`src/rtl/allpass_coef_loader_if.sv`:
```
// allpass_coef_loader_if: valid/ready coefficient word stream feeding the all-pass coefficient loader.
interface allpass_coef_loader_if #(parameter int WIDTH = 16);
  logic             s_valid;
  logic             s_ready;
  logic [WIDTH-1:0] s_data;
  logic             s_last;
  modport master (output s_valid, s_data, s_last, input s_ready);
  modport slave  (input s_valid, s_data, s_last, output s_ready);
endinterface

```
`src/rtl/allpass_coef_loader.sv`:
```
// allpass_coef_loader: loads N-1 coefficient words into a shadow bank, swaps to the active bank on sample_en.
// Optional saturation of incoming words is enabled by defining ALLPASS_COEF_CLAMP_EN.
module allpass_coef_loader #(
  parameter int WIDTH      = 16,
  parameter int FIXEDPOINT = 14,
  parameter int N          = 5
) (
  input  logic                     clk,
  input  logic                     rst_n,
  allpass_coef_loader_if.slave     s,
  input  logic                     sample_en,
  output logic [WIDTH*(N-1)-1:0]   c,
  output logic                     pending,
  output logic                     upd,
  output logic                     err,
  output logic                     clip
);
  localparam int IW = ($clog2(N-1) < 1) ? 1 : $clog2(N-1);
  localparam logic [IW-1:0] IDX_LAST = IW'(N-2);
  typedef enum logic [1:0] {IDLE, LOAD, DRAIN, PENDING} state_t;
  state_t                 state_q, state_d;
  logic [IW-1:0]          idx_q, idx_d;
  logic [WIDTH*(N-1)-1:0] shadow_q, shadow_d, c_q, c_d;
  logic                   s_ready_q, s_ready_d;
  logic                   pending_q, pending_d, upd_q, upd_d, err_q, err_d, clip_q, clip_d;
  logic [WIDTH-1:0]       word;
  logic                   sat;
  logic                   acc;
`ifdef ALLPASS_COEF_CLAMP_EN
  localparam logic signed [WIDTH-1:0] MAXV = WIDTH'((1 << (FIXEDPOINT-1)) - 1);
  localparam logic signed [WIDTH-1:0] MINV = -MAXV;
  always_comb word = ($signed(s.s_data) > MAXV) ? MAXV : ($signed(s.s_data) < MINV) ? MINV : s.s_data;
  assign sat = (word != s.s_data);
`else
  assign word = s.s_data;
  assign sat  = 1'b0;
`endif
  assign acc = s.s_valid && s_ready_q;
  always_comb begin
    state_d   = state_q;
    idx_d     = idx_q;
    shadow_d  = shadow_q;
    c_d       = c_q;
    pending_d = pending_q;
    upd_d     = 1'b0;
    err_d     = 1'b0;
    clip_d    = clip_q | (acc & sat);
    case (state_q)
      IDLE: if (acc) begin
        shadow_d[WIDTH-1:0] = word;
        idx_d   = s.s_last ? '0 : IW'(1);
        err_d   = s.s_last;
        state_d = s.s_last ? IDLE : LOAD;
      end
      LOAD: if (acc) begin
        shadow_d[WIDTH*idx_q +: WIDTH] = word;
        if (idx_q == IDX_LAST) begin
          idx_d     = '0;
          pending_d = s.s_last;
          err_d     = !s.s_last;
          state_d   = s.s_last ? PENDING : DRAIN;
        end else begin
          idx_d   = s.s_last ? '0 : idx_q + IW'(1);
          err_d   = s.s_last;
          state_d = s.s_last ? IDLE : LOAD;
        end
      end
      DRAIN: if (acc && s.s_last) state_d = IDLE;
      PENDING: if (sample_en) begin
        c_d       = shadow_q;
        upd_d     = 1'b1;
        pending_d = 1'b0;
        state_d   = IDLE;
      end
      default: state_d = IDLE;
    endcase
    s_ready_d = (state_d != PENDING);
  end
  always_ff @(posedge clk or negedge rst_n) begin
    if (!rst_n) begin
      state_q   <= IDLE;
      idx_q     <= '0;
      shadow_q  <= '0;
      c_q       <= '0;
      s_ready_q <= 1'b1;
      pending_q <= 1'b0;
      upd_q     <= 1'b0;
      err_q     <= 1'b0;
      clip_q    <= 1'b0;
    end else begin
      state_q   <= state_d;
      idx_q     <= idx_d;
      shadow_q  <= shadow_d;
      c_q       <= c_d;
      s_ready_q <= s_ready_d;
      pending_q <= pending_d;
      upd_q     <= upd_d;
      err_q     <= err_d;
      clip_q    <= clip_d;
    end
  end
  assign s.s_ready = s_ready_q;
  assign c         = c_q;
  assign pending   = pending_q;
  assign upd       = upd_q;
  assign err       = err_q;
  assign clip      = clip_q;
endmodule

```
`src/flat_wrapper.sv`:
```
// flat-port wrapper written by rule: the top's interface ports become plain ports
module allpass_coef_loader_flat 
#(
  parameter int WIDTH      = 16,
  parameter int FIXEDPOINT = 14,
  parameter int N          = 5
)
  (clk, rst_n, sample_en, c, pending, upd, err, clip, s_s_valid, s_s_data, s_s_last, s_s_ready);
  allpass_coef_loader_if #(.WIDTH(WIDTH)) s_i ();
  input  logic clk;
  input  logic rst_n;
  input  logic sample_en;
  output logic [WIDTH*(N-1)-1:0] c;
  output logic pending;
  output logic upd;
  output logic err;
  output logic clip;
  input wire logic [$bits(s_i.s_valid)-1:0] s_s_valid;
  input wire logic [$bits(s_i.s_data)-1:0] s_s_data;
  input wire logic [$bits(s_i.s_last)-1:0] s_s_last;
  output wire logic [$bits(s_i.s_ready)-1:0] s_s_ready;
  assign s_i.s_valid = s_s_valid;
  assign s_i.s_data = s_s_data;
  assign s_i.s_last = s_s_last;
  assign s_s_ready = s_i.s_ready;
  allpass_coef_loader #(.WIDTH(WIDTH), .FIXEDPOINT(FIXEDPOINT), .N(N)) u_core (.clk(clk), .rst_n(rst_n), .s(s_i), .sample_en(sample_en), .c(c), .pending(pending), .upd(upd), .err(err), .clip(clip));
endmodule
```
`config.mk`:
```
export PLATFORM = sky130hd
export DESIGN_NAME = allpass_coef_loader_flat
export DESIGN_NICKNAME = d
export VERILOG_FILES = /design/src/rtl/allpass_coef_loader_if.sv /design/src/rtl/allpass_coef_loader.sv /design/src/flat_wrapper.sv
export SDC_FILE = /design/constraint.sdc
export NUM_CORES = 1
export LEC_CHECK = 0
export CAP_MARGIN = 25
export CELL_PAD_IN_SITES_DETAIL_PLACEMENT = 0
export CELL_PAD_IN_SITES_GLOBAL_PLACEMENT = 1
export CORE_UTILIZATION = 45
export DETAILED_ROUTE_END_ITERATION = 6
export PLACE_DENSITY = 0.93
export SLEW_MARGIN = 20
export SYNTH_ARGS = -nofsm -noshare
export SYNTH_HDL_FRONTEND = slang
export SYNTH_SLANG_ARGS = --single-unit
```
`constraint.sdc`:
```
create_clock -name clk -period 3.6 [get_ports clk]
set_input_delay 0.72 -clock clk [delete_from_list [all_inputs] [get_ports clk]]
set_output_delay 0.72 -clock clk [all_outputs]
set_load 0.02 [all_outputs]
```
==> Yosys cells after proc, flatten, opt, wreduce, memory -nomap -nowiden <==
Index checks and enable logic that the tools add are counted.
{ "totals": {"ff_bits": 136, "output_inout_bits": 69, "elab_cells": 59} }
{ "classes": {"add_sub_neg": 2, "eq_ne": 9, "shift": 2, "n_mux": 27, "reduce_logical": 10} }
{ "ops": {"columns": ["op", "count"], "rows": [
  ["64-bit bitwise mux", 1],
  ["16-bit by 34-bit variable shift with 64-bit output (first input constant)", 1],
  ["16-bit by 34-bit variable part select with 64-bit output", 1],
  ["6-bit negator with 34-bit output", 1],
  ["16-bit 2-to-1 mux", 2],
  ["16-bit case mux with 2 select lines", 1],
  ["2-bit 2-to-1 mux", 9],
  ["1-bit 2-to-1 mux", 10],
  ["2-bit case mux with 4 select lines", 1],
  ["2-bit equality test (second input constant)", 3],
  ["2-bit by 1-bit inequality test with 1-bit output (second input constant)", 3],
  ["2-bit inequality test (second input constant)", 2],
  ["1-bit case mux with 2 select lines", 2],
  ["2-bit case mux with 2 select lines", 1],
  ["2-bit AND reduction", 2],
  ["4-bit AND reduction", 1],
  ["2-bit nonzero test", 2],
  ["3-bit AND reduction", 1],
  ["2-bit by 1-bit adder with 2-bit output (second input constant)", 1],
  ["2-bit by 1-bit equality test with 1-bit output (second input constant)", 1],
  ["1-bit logical AND", 2],
  ["2-bit logical NOT", 1],
  ["1-bit logical NOT", 1]
]} }

==> Logic depth before layout (Yosys ltp) <==
Gate-level depths: netlist of run 1.
{ "logic_depth": {"ltp_word": 5, "ltp_mapped": 7, "ltp_nobuf": 5} }

==> Worst setup path after synthesis of run 1 <==
Ideal clock, no wire load.
{ "synth_path": {"kind": "register -> register", "start": "register u_core.idx_q[0]", "end": "register u_core.shadow_q[38]", "setup_ps": 74, "t_arrival_ps": 1645, "required_ps": 3526, "path_slack_ps": 1881, "stages_incl_launch_ff": 7, "path_buffers": 1, "synth_period_minus_slack_ps": 1719, "cell_sequence": "dfrtp_1 -> inv_1 -> ha_1 -> nor3b_2 -> buf_2 -> nand4_1 -> o21ai_2"} }
{ "synth_via": {"elab_chain_len": 3, "word_cells_on_any_way": 4, "cone_classes": "1 x add/sub; 2 x shift; 1 x mux"} }
{ "synth_lines": {"columns": ["item", "line_no", "rtl"], "rows": [
  ["start: declaration", "allpass_coef_loader.sv:22", "logic [IW-1:0] idx_q, idx_d;"],
  ["start signal: assignment", "allpass_coef_loader.sv:92", "idx_q <= idx_d;"],
  ["6-bit negator with 34-bit output *", "allpass_coef_loader.sv:56", "shadow_d[WIDTH*idx_q +: WIDTH] = word;"],
  ["16-bit by 34-bit variable part select with 64-bit output / 16-bit by 34-bit variable shift with 64-bit output (equally long branches)", "allpass_coef_loader.sv:56", null],
  ["64-bit bitwise mux *", "allpass_coef_loader.sv:56", null],
  ["end signal: assignment", "allpass_coef_loader.sv:93", "shadow_q <= shadow_d;"],
  ["end: declaration", "allpass_coef_loader.sv:23", "logic [WIDTH*(N-1)-1:0] shadow_q, shadow_d, c_q, c_d;"]
]} }
Every way passes the cells marked *; elsewhere a longest branch is shown, timed or not.
A chain may end at the register's enable or synchronous reset.

==> Final worst setup path of run 1 <==
{ "layout_path": {"start": "register u_core.idx_q[0]", "end": "register u_core.shadow_q[9]"} }
{ "layout_via": {"elab_chain_len": 5, "word_cells_on_any_way": 6, "cone_classes": "1 x add/sub; 2 x shift; 3 x mux"} }
{ "layout_lines": {"columns": ["item", "line_no", "rtl"], "rows": [
  ["6-bit negator with 34-bit output *", "allpass_coef_loader.sv:56", null],
  ["16-bit by 34-bit variable part select with 64-bit output / 16-bit by 34-bit variable shift with 64-bit output (equally long branches)", "allpass_coef_loader.sv:56", null],
  ["64-bit bitwise mux *", "allpass_coef_loader.sv:56", null],
  ["16-bit 2-to-1 mux *", "allpass_coef_loader.sv:55", "LOAD: if (acc) begin"],
  ["16-bit case mux with 2 select lines *", "allpass_coef_loader.sv:48", "case (state_q)"]
]} }
Every way passes the cells marked *; elsewhere a longest branch is shown, timed or not. The select of a mux whose other input is x is not followed.

==> out/qor.yml, run 1 <==
critical_path:
  path_depth: 5
  ff2ff_path_depth: 5
  cp_data_arrival_time_ps: 2670
  cp_cell_sequence: "inv_1 > ha_1 > nand2b_1 > nand2_1 > o2bb2ai_1"
  cp_top_family: "simple AND/OR/NAND/NOR gates"
  worstSetupPathType: "reg -> reg"
  r2r-start: "u_core.idx_q[0]"
  slowest_delay_ps: 550
  regToRegSetupSlack_ps: 1190
  path_max_fanout: 17
  critPathRequiredTime_ps: 3860
  critPathCaptureType: "flop"
  cp_num_buf_inv: 1
  start_kind: "flop"
  endpoint: "u_core.shadow_q[9]"
  crit_start: "u_core.idx_q[0]"
  crit_slowest_cell: "nand2_1"
  rr_endpoint: "u_core.shadow_q[9]"
power_and_ir_drop:
  ir_drop_mv: 0.431
  power.density_nw_per_um2: 934
  p_leak_uw: 0.00320
cts:
  cts_tree: "done"
  root_buffer: "clkbuf_16"
  postCtsSetupBuffers: 0
  clk_path_buf_depth: 2
  postCtsResizedCells: 0
  postCtsHoldBufs: 0
  cts_buffers: 17
  clk_latency_ps: 420
  htree_levels: 4
  cts.clk_slew.worst_paths_ps: 60
  clkSinkCount: 136
placement:
  place_ws_ps: 1040
  placed_area_um2: 6540
  gp_congestion: 0.789
  port_buffers: 88
  place_hpwl_um: 8460
grt:
  grt_util_met2_pct: 32.7
  antenna_found_initial: 0
  grt-busiest-layer: "met2"
  grt_pass1_vias: 4017
  overflow: 0
  grt_pass1_wl_um: 20700
  grt_use_met3_pct: 6.59
  grtUsageMet1_pct: 28.7
  grt_max_degree: 113
  track_usage_pct: 21.3
sta:
  skew_ps: 7.43
  finalSetupViolations: 0
  layout_min_cycle_time_ps: 2410
  fin_ws_ps: 1190
  rsz0062_at_grt: "false"
  finalHoldViolCount: 0
  max_freq_mhz: 415
  max-slew-margin-rel_pct: 42.9
  fin_crit_sh_pct: 66.9
  report.final.slew_viol_count: 0
  worstMarginPinSlew_ps: 853
  setup_tns_ps: 0
  holdWs_ps: 204
detailed_routing:
  wl_per_cell_um: 16.8
  first_pass_iters: 5
  drt-total-wl_um: 12900
  drt_iter0_drc: 420
  num_vias: 4031
  routed_via_density: 5.25
  ant_nets: 0
  drc: 0
yosys:
  yosys.area.top_type: "dfrtp_1"
  synthCells: 514
  netlist_area_um2: 5650
  syn_area_per_cell_um2: 11.0
  synth_cell_type_count: 40
  ys_ff_latch: 136
  syn_nets: 541
  synthFlopType: "dfrtp_1"
  synth_warnings: 0
  synth-edff-count: 0
  synth_top_area_share_pct: 59.8
  ys_seq_area_share_pct: 60.3
  yosysMostFrequentCell: "dfrtp_1"
  ys_async_sr_fraction_pct: 100
  synth_area_leaders: "dfrtp_1, o21ai_0, nand4_1, nand2_1, inv_1"
  synth_common_cells: "dfrtp_1, o21ai_0, nand2_1"
floorplanning:
  core-area_um2: 12100
  dieArea_um2: 13000
  rows: 40
  die_h_um: 114
  io_pins: 90
  start_util_pct: 46.6
  die_w_um: 114
final_layout:
  layout-drive-gt1-share_pct: 13.7
  num_antenna_cells: 0
  finish.utilization_pct: 59.4
  nets: 614
  final_area_um2: 7190
  synthToLayoutAreaGrowth_pct: 27.3
run:
  drv_cap: 0
min_path:
  min_path_type: "in -> async"
run_status:
  outcome: "finished, final reports clean"
[logic make-up (layout without fill, tap and decap cells)]
| group | Yosys count | in the layout | share of synthesized area [%] |
|---|---|---|---|
| fa+ha+maj | 6 | 6 | 1.33 |
| mux | 16 | 16 | 3.19 |
| flops | 136 | 136 | 60.3 |
| simple gates | 140 | 140 | 13.4 |
| other cells | 1 | 1 | 0.0664 |
| buf+inv | 91 | 177 | 7.95 |
| xor+xnor | 1 | 1 | 0.155 |
| compound gates | 123 | 123 | 13.6 |
[registers in the layout (all words and copies together) (netlist names)]
register,count
u_core.pending,1
u_core.s.s_ready,1
u_core.shadow_q,64
u_core.idx_q,2
u_core.c,64
u_core.upd,1
u_core.state_q,2
u_core.err,1
[power by group]
group | switching, µW | total (µW) | internal, µW
sequential | 339 | 2540 | 2200
combinational | 1300 | 2280 | 978
clock | 663 | 1890 | 1230
[worst reg2reg max path: cells and delay by family, from the launching register on]
family / cells / cell delay, ps
compound gates: 1 / 280
fa+ha+maj: 1 / 220
buf+inv: 1 / 190
flops: 1 / 480
simple gates: 2 / 1090
[layout make-up]
cell class / instances / area, µm²
multi-input cells: 287 / 1800
repair buffers: 94 / 936
clock buffers: 17 / 425
inverters: 51 / 191
clock inverters: 15 / 226
flip-flops and latches: 136 / 3400
well taps: 168 / 210
fillers: 1035 / 4920
[cells in the final DEF, fill, tap and decap left out, types with 2 or more instances in the layout]
master	n
clkinvlp_4	3
bufinv_16	5
nand2b_1	2
o2bb2ai_1	16
buf_4	6
o21ai_1	10
and4b_1	2
nand2_1	55
nand4_1	49
inv_1	50
clkbuf_16	17
clkinv_2	2
o21ai_2	20
clkinv_4	4
dfrtp_1	135
o21ai_0	71
mux2_2	15
ha_1	6
and3b_1	2
and3_1	2
nor3b_2	2
nor2_1	2
clkdlybuf4s50_1	87
and2_4	3
nand3_1	17
[layer usage]
| metal | vias to the layer above | wire length, µm | share of wire [%] |
|---|---|---|---|
| met3 | 23 | 857 | 6.7 |
| li1 | 1917 | - | - |
| met5 | - | 0 | 0 |
| met2 | 121 | 6120 | 48 |
| met4 | 0 | 219 | 1.7 |
| met1 | 1970 | 5670 | 44 |
[worst min-delay path by stage]
stage                            start      endpoint  slack [ps]  depth (start not counted)
after CTS                        rst_n  u_core.c[59]         200                          1
after global placement    u_core.c[49]  u_core.c[49]         460                          2
after global routing             rst_n  u_core.c[58]         220                          1
after floorplan                  rst_n   u_core.c[0]         420                          0
final                            rst_n  u_core.c[60]         200                          1
after detailed placement  u_core.c[58]  u_core.c[58]         470                          2
[through the flow]
step	instances	power, µW
floorplan	514	3890
global placement	736	4740
detailed placement	736	4820
CTS	768	6770
global route	768	7100
finish	768	6710
Note: power is estimated with default switching activity, not from simulation.
==> inputs of run 2 (changes only) <==
Settings changed: CORE_UTILIZATION 45 to 42, PLACE_DENSITY 0.93 to 0.88.
Clock period 3.6 ns to 2.4 ns, I/O delays scaled along.
==> out/qor.yml, run 2 (synthesis gave the netlist of run 1 again) <==
critical_path:
  cp_num_buf_inv: 1  # unchanged
  critPathRequiredTime_ps: 1920  # -1940 ps
  path_max_fanout: 6  # -11
  slowest_delay_ps: 620  # +70 ps
  worstSetupPathType: "reg -> out"
  crit_slowest_cell: "clkdlybuf4s50_1"
  start_kind: "flop"
  cp_top_family: "buffers and inverters"
  critPathCaptureType: "output port"
  cp_cell_sequence: "clkdlybuf4s50_1"
  cp_data_arrival_time_ps: 1610  # -1060 ps
sta:
  setup_tns_ps: 0  # unchanged
  report.final.slew_viol_count: 0  # unchanged
  fin_crit_sh_pct: 87.0
  worstMarginPinSlew_ps: 584  # -269 ps
  layout_min_cycle_time_ps: 2090
  skew_ps: 8.69  # +1.27 ps
  fin_ws_ps: 312  # -878 ps
  finalHoldViolCount: 0  # unchanged
  max-slew-margin-rel_pct: 61.0  # +18 points
  max_freq_mhz: 479
  finalSetupViolations: 0  # unchanged
  rsz0062_at_grt: "false"
power_and_ir_drop:
  p_leak_uw: 0.00327  # +2.1%
  ir_drop_mv: 0.462  # +7.1%
  cellInternalPower_uw: 6610  # +50%
  power_frac_clock_pct: 27.4  # -0.8 points
  power.density_nw_per_um2: 1380  # +48%
  switching_power_uw: 3430  # +49%
  switching_share_pct: 34.2  # -0.12 points
  seqPwrFrac_pct: 37.8  # about the same
  p_comb_share_pct: 34.8  # +0.9 points
detailed_routing:
  num_vias: 4090  # +1.5%
  wl_per_cell_um: 16.6  # -0.89%
  drt_iter0_drc: 219  # -48%
  first_pass_iters: 4  # -1
  ant_nets: 0  # unchanged
  drc: 0  # unchanged
  routed_via_density: 5.20  # -0.99%
  drt-total-wl_um: 13100  # +1.6%
final_layout:
  fillers: 1121  # +8.3%
  multiInputGateArea_um2: 1800  # unchanged
  layout_commonest_cell: "dfrtp_1"
  final_cell_mix: "dfrtp_1, clkdlybuf4s50_1, o21ai_0, nand2_1, inv_1"
  num_antenna_cells: 0  # unchanged
  ff_latch_area_um2: 3400  # unchanged
  synthToLayoutAreaGrowth_pct: 29.0
  nets: 625  # +1.8%
  layout-drive-gt1-share_pct: 15.1  # +1.4 points
floorplanning:
  start_util_pct: 42.8  # -3.8 points
  core-area_um2: 13200  # +8.9%
  io_pins: 90  # unchanged
  die_h_um: 118  # +3.4%
  dieArea_um2: 13900  # +7.0%
  die_w_um: 118  # +3.4%
  rows: 42  # +5.0%
grt:
  antenna_found_initial: 0  # unchanged
  track_usage_pct: 20.3  # -1.1 points
  overflow: 0  # unchanged
  grt_max_degree: 54  # -52%
  grt_pass1_wl_um: 21700  # +4.6%
  grt_pass1_vias: 4128  # +2.8%
cts:
  clk_latency_ps: 420  # about the same
  root_buffer: "clkbuf_16"
  clk_path_buf_depth: 2  # unchanged
  postCtsHoldBufs: 0  # unchanged
  postCtsSetupBuffers: 0  # unchanged
  cts.clk_slew.worst_paths_ps: 60  # about the same
  cts_buffers: 17  # unchanged
  cts_tree: "done"
  clkSinkCount: 136  # unchanged
  postCtsResizedCells: 0  # unchanged
  htree_levels: 4  # unchanged
placement:
  place_hpwl_um: 8990  # +6.3%
  port_buffers: 88  # unchanged
  gp_congestion: 0.811  # +2.8%
  place_ws_ps: 262  # -773 ps
run_status:
  outcome: "finished, final reports clean"
min_path:
  min_path_type: "in -> async"
run:
  drv_cap: 0  # unchanged
==> run 2: cell count changes in the layout (fill, tap and decap cells not counted), sizes merged <==
cell / delta
clkinvlp: -2
clkbuf: +3
bufinv: -1
clkinv: +1
inv: -1
buf: +11
==> run 2: final timing paths <==
path / startpoint / endpoint / slack (ps) / cells past startpoint
max reg2reg: u_core.idx_q[0] / u_core.shadow_q[8] / 350 / 6
min: rst_n / u_core.c[60] / 20 / 1
max in group asynchronous: rst_n / u_core.s.s_ready / 1740 / 2
max: u_core.s.s_ready / s_s_ready / 310 / 1
min in group clk: u_core.c[59] / u_core.c[59] / 470 / 2
min reg2reg: u_core.c[59] / u_core.c[59] / 470 / 2
==> run 2: layer usage <==
layer  wire length, µm  up-vias  GRT usage, %
met3               710       25          4.02
met4               223        0          7.77
met1              5780     2006          27.1
met2              6360      120          32.5
li1                  -     1939             -
met5                 0        -             0
==> run 2: final cells by class <==
| type | instances | area share, % |
|---|---|---|
| flip-flops and latches | 136 | 46.7 |
| inverters | 51 | 2.63 |
| multi-input cells | 287 | 24.6 |
| clock buffers | 20 | 6.27 |
| repair buffers | 105 | 14.3 |
| well taps | 176 | 3.02 |
| clock inverters | 12 | 2.39 |
==> run 2: stage by stage <==
| stage | area, µm² | total power (µW) | hold slack (ps) | cells | utilization, % |
|---|---|---|---|---|---|
| after global routing | 7290 | 10600 | 45.1 | 787 | 55.2 |
| after global placement | 6660 | 7210 | 454 | 755 | 50.5 |
| final | 7290 | 10000 | 17.6 | 787 | 55.2 |
| after floorplan | 5650 | 5830 | 184 | 514 | - |
| after CTS | 7290 | 10100 | 21.4 | 787 | 55.2 |
| after detailed placement | 6660 | 7340 | 459 | 755 | 50.5 |
==> run 2: power groups by stage <==
stage | Clock (µW) | Sequential [µW] | Combinational [µW]
after floorplan | 0 | 4300 | 1540
after global placement | 0 | 3800 | 3410
after detailed placement | 0 | 3840 | 3500
after CTS | 2780 | 3810 | 3520
after global routing | 2900 | 3910 | 3810
final | 2750 | 3800 | 3490
